File: src/rtl/seq_det_param.sv
// seq_det_param: serial bit-pattern detector with a run-time reloadable
// pattern and run-time selectable overlapping/non-overlapping detection.
// The input is a valid-qualified bitstream. The outputs are a registered
// one-cycle match pulse and a saturating occurrence counter.
module seq_det_param #(
  parameter int                 SEQ_LEN = 4,
  parameter logic [SEQ_LEN-1:0] PATTERN = 4'b1001,
  parameter int                 CNT_W   = 8
) (
  input  logic               clk,
  input  logic               reset_n,
  input  logic               clear,
  input  logic               pattern_load,
  input  logic [SEQ_LEN-1:0] pattern_in,
  input  logic               overlap_en,
  input  logic               data_valid,
  input  logic               data_in,
  output logic               match,
  output logic [CNT_W-1:0]   match_count
);

  // The fill counter must be able to hold the value SEQ_LEN itself.
  localparam int FILL_W = $clog2(SEQ_LEN + 1);
  localparam logic [FILL_W-1:0] FILL_MAX = FILL_W'(SEQ_LEN);
  localparam logic [FILL_W-1:0] FILL_HIT = FILL_W'(SEQ_LEN - 1);
  localparam logic [FILL_W-1:0] FILL_ONE = FILL_W'(1);
  localparam logic [CNT_W-1:0]  CNT_ONE  = CNT_W'(1);
  localparam logic [CNT_W-1:0]  CNT_MAX  = {CNT_W{1'b1}};

  logic [SEQ_LEN-1:0] pat_q,   pat_d;
  logic [SEQ_LEN-1:0] win_q,   win_d;
  logic [FILL_W-1:0]  fill_q,  fill_d;
  logic               match_q, match_d;
  logic [CNT_W-1:0]   count_q, count_d;
  logic [SEQ_LEN-1:0] nwin_s;
  logic               hit_s;

  // Candidate window: the history shifted left, with the incoming bit at the LSB.
  assign nwin_s = {win_q[SEQ_LEN-2:0], data_in};

  // Hit detection. A hit needs a consumed bit, enough earlier eligible bits,
  // and a clear/load-free cycle.
  always_comb begin
    hit_s = 1'b0;
    if (!clear && !pattern_load && data_valid) begin
      hit_s = (fill_q >= FILL_HIT) && (nwin_s == pat_q);
    end else begin
      hit_s = 1'b0;
    end
  end

  // Next-state logic. The priority order is clear, then pattern load, then
  // data consumption.
  always_comb begin
    pat_d   = pat_q;
    win_d   = win_q;
    fill_d  = fill_q;
    match_d = 1'b0;
    count_d = count_q;
    if (clear) begin
      win_d   = '0;
      fill_d  = '0;
      count_d = '0;
    end else if (pattern_load) begin
      pat_d  = pattern_in;
      win_d  = '0;
      fill_d = '0;
    end else if (data_valid) begin
      win_d   = nwin_s;
      match_d = hit_s;
      if (hit_s) begin
        // In overlap mode the matched bits stay eligible for the next match.
        // In non-overlap mode they are all retired.
        fill_d = overlap_en ? FILL_MAX : '0;
        if (count_q != CNT_MAX) begin
          count_d = count_q + CNT_ONE;
        end else begin
          count_d = count_q;
        end
      end else if (fill_q < FILL_MAX) begin
        fill_d = fill_q + FILL_ONE;
      end else begin
        fill_d = fill_q;
      end
    end else begin
      // Idle cycle: a gap in the stream leaves the in-progress sequence intact.
      win_d  = win_q;
      fill_d = fill_q;
    end
  end

  // State and output registers, with an asynchronous active-low reset.
  always_ff @(posedge clk or negedge reset_n) begin
    if (!reset_n) begin
      pat_q   <= PATTERN;
      win_q   <= '0;
      fill_q  <= '0;
      match_q <= 1'b0;
      count_q <= '0;
    end else begin
      pat_q   <= pat_d;
      win_q   <= win_d;
      fill_q  <= fill_d;
      match_q <= match_d;
      count_q <= count_d;
    end
  end

  assign match       = match_q;
  assign match_count = count_q;

endmodule
File: config.mk
export PLATFORM = sky130hd
export DESIGN_NAME = seq_det_param
export DESIGN_NICKNAME = d
export VERILOG_FILES = /design/src/rtl/seq_det_param.sv
export SDC_FILE = /design/constraint.sdc
export NUM_CORES = 1
export LEC_CHECK = 0
export CORE_MARGIN = 2
export CORE_UTILIZATION = 50
export CTS_CLUSTER_DIAMETER = 150
export DETAILED_ROUTE_END_ITERATION = 6
export PLACE_DENSITY = 0.8
export SYNTH_ARGS = -nofsm -noshare
export SYNTH_HDL_FRONTEND = slang
export SYNTH_SLANG_ARGS = --single-unit
File: constraint.sdc
create_clock -name clk -period 2.37 [get_ports clk]
set_input_delay 0.5925 -clock clk [delete_from_list [all_inputs] [get_ports clk]]
set_output_delay 0.5925 -clock clk [all_outputs]
set_load 0.02 [all_outputs]
==> results.md <==
- Rows: 16
- Post-Syn Instances: 99
- Tmin final: 2.07 ns
- Power Dens Cells: 463 nW/um^2
- Hold crit path type: reg2reg
- Initial Util: 54.3%
- Register area: 478 sq um
- Final Instance Area: 1350 sq um
- Clock slew at reported path FFs: 0.11 ns
- Largest net degree at the start of global routing: 16
- Critical Path Start Type: input port
- Most frequent cell after synthesis: dfrtp_1
- Iter 0 DRT Violations: 5
- Multi-input combinational cell area: 553 sq um
- Final worst path period share: 87.1%
- First-pass GRT wire length: 3830 microns
- CTS tree: done
- Layout filler cell count: 161
- Clk Latency, worst-skew pair: 0.30 ns
- Die area: 2560 sq um
- Synth unique cells: 36
- Comb pwr share: 17.4%
- Dpl hpwl: 1710 microns
- I/O pin count: 20
- Yosys warns: 0
- Compound-gate portion of the synthesized area: 13.5%
- WP data arrival: 2.26 ns
- Worst hold slack: 0.547 ns
- Grt ovf: 0
- Root Buffer: clkbuf_4
- Final setup viols: 0
- Post-synth top area share: 39.1%
- Top_reg_cell synth: dfrtp_1
- Worst Max-Slew Pin Slew: 0.438 ns
- Net count, final: 141
- Die H: 50.6 microns
- Xor/xnor share of the synthesized area: 3.22%
- H-tree depth: 1
- Flop pwr share: 55.8%
- Post-CTS Hold Fix Bufs: 0
- Layout cells sized above 1: 20.6%
- Total power: 0.626 mW
- Post-CTS setup buffer count: 0
- Max-Cap Viols: 0
- CORE AREA: 2000 sq um
- Largest family of logic cells by synthesized area: simple AND/OR/NAND/NOR gates
- Placed Instances: 149
- Non-Filler Instances: 153
- Async set-or-reset flop fraction in the synthesized netlist: 100%
- Req. time, crit path: 2.57 ns
- Post-CTS sizing: 0
- Lkg Pwr: 0.546 nW
- Clock Power Share: 26.7%
- Syn Area/Cell: 11.0 sq um
- Diode count: 0
- #FFs+latches synth: 19
- Maximum vdd drop: 0.332 mV
- Switch Pwr: 0.164 mW
- Unrepaired setup endpoints after global routing: no
- Pint: 0.462 mW
- Die X: 50.6 microns
- Adder-cell share of the synthesized area: 3.45%
- Number of synthesized flops with an enable pin: 0
- Mux contribution to synthesized area: 8.98%
- GRT Util Overall: 19.9%
- Routed Antenna Nets: 0
- DR pass1 iterations: 4
- WL final: 2200 microns
- Simple-gate share of the synthesized area: 21.7%
- Final Max Slew Viols: 0
- Peak Freq: 484 MHz
- Max-slew headroom: 70.7%
- Clock Sinks: 19
- Yosys top cell by area: dfrtp_1
- Port bufs: 19
- CTS Buf Count: 3
- Vias in the first global route: 910
- Max FO, Critical Path: 12
- Seq/Total Area, Yosys: 44.0%
- Total nets after synthesis: 113
- Initial antenna violation count: 0
- Area Growth Syn to Fin: 24.4%
- Final-report hold violation count: 0
- Critical setup path kind: in2reg
- Largest cells by area after synthesis: dfrtp_1 39%, mux2_2 6.2%, dfstp_2 4.8%
- Vias per cell: 5.97
- # DRC: 0
- Placed cell area: 1330 sq um
- Per-cell routed wire length: 14.4 microns
- Top cells by count, synth: 17 x dfrtp_1, 6 x a21oi_1, 6 x mux2_2
- Status: completed
- CTS max path bufs: 2
- Crit. End Element: flip-flop
- Fraction of power spent switching nets: 26.1%
- Max Clock Skew: 0.00519 ns
- Via Count: 913
- Routability Congestion: 0.797
- Post-Syn Area: 1090 sq um
## layout by cell type (no fill, tap or decap), drive strengths merged
cell type      synthesis  layout
clkbuf                 0       4
dfstp                  2       2
or3                    1       1
clkdlybuf4s50          0      19
and3                   1       1
inv                    3       3
o211ai                 1       1
nor3                   4       4
o21ai                  4       4
nor4b                  1       1
a2111oi                1       1
o2111ai                1       1
a22oi                  1       1
nor3b                  1       1
a211o                  1       1
xnor2                  4       4
dfrtp                 17      17
nand3                  5       5
nor2b                  3       3
o21a                   1       1
a21oi                  6       6
nor4                   2       2
o31ai                  3       3
mux2i                  3       3
buf                    4       8
and2b                  1       1
and2                   1       1
mux2                   6       6
nand2                  4       4
o41ai                  1       1
or4b                   1       1
nand4                  2       2
nor2                   5       5
or4                    3       3
ha                     3       3
and4                   1       1
o211a                  1       1
## critical path, stage by stage
cell             delay [ns]
clkdlybuf4s50_1        0.47
nor3b_4                0.26
nand4_4                0.21
nor4_1                 0.36
mux2_2                 0.37
## layer usage
layer / global-route usage (%) / part of all wire, % / vias to the layer above
met5: 0 / 0 / -
met2: 35.3 / 50 / 31
met4: 10.8 / 1.7 / 0
met1: 22.7 / 43 / 448
li1: - / - / 429
met3: 3.27 / 4.7 / 5
## through the flow
step / setup WS [ns] / utilization, % / TNS (ns)
after floorplan: 0.532 / - / 0
after global placement: 0.0210 / 66.3 / 0
final: 0.305 / 67.6 / 0
after CTS: 0.315 / 67.6 / 0
after detailed placement: -0.0158 / 66.3 / -0.0158
after global routing: 0.220 / 67.6 / 0
## kinds of logic (layout without fill, tap and decap cells)
family | after synthesis | count (layout)
AND/OR/NAND/NOR | 36 | 36
AO/OA/AOI/OAI | 21 | 21
flip-flops | 19 | 19
multiplexers | 9 | 9
buffers and inverters | 7 | 34
XOR/XNOR | 4 | 4
adder cells (fa/ha/maj) | 3 | 3
## final timing paths
kind	from	end	slack, ns	depth (start not counted)
setup / recovery	clear	match_count[7]	0.30	5
hold / removal	pat_q[1]	pat_q[1]	0.55	1
setup reg to reg	fill_q[0]	fill_q[0]	0.37	7
hold reg to reg	pat_q[1]	pat_q[1]	0.55	1
max in group asynchronous	reset_n	pat_q[3]	1.19	2
min in group asynchronous	reset_n	match_count[0]	0.59	1
## cell type report
cell class              instances  share of cell area [%]
clock buffers                   4                    1.94
inverters                       3                   0.833
multi-input cells              73                    40.9
flip-flops and latches         19                    35.3
well taps                      27                    2.50
repair buffers                 27                    18.5
## power by group through the flow
stage	Sequential (mW)	Combinational, mW	Clock (mW)
detailed placement	0.356	0.110	0
floorplan	0.353	0.0646	0
global route	0.352	0.120	0.191
global placement	0.355	0.107	0
CTS	0.349	0.110	0.174
finish	0.349	0.109	0.167
## state kept, by name, indices dropped and copies added (netlist names)
signal / flops
match: 1
fill_q: 3
win_q: 3
pat_q: 4
match_count: 8
No activity file was read; power rests on OpenSTA's default activity.
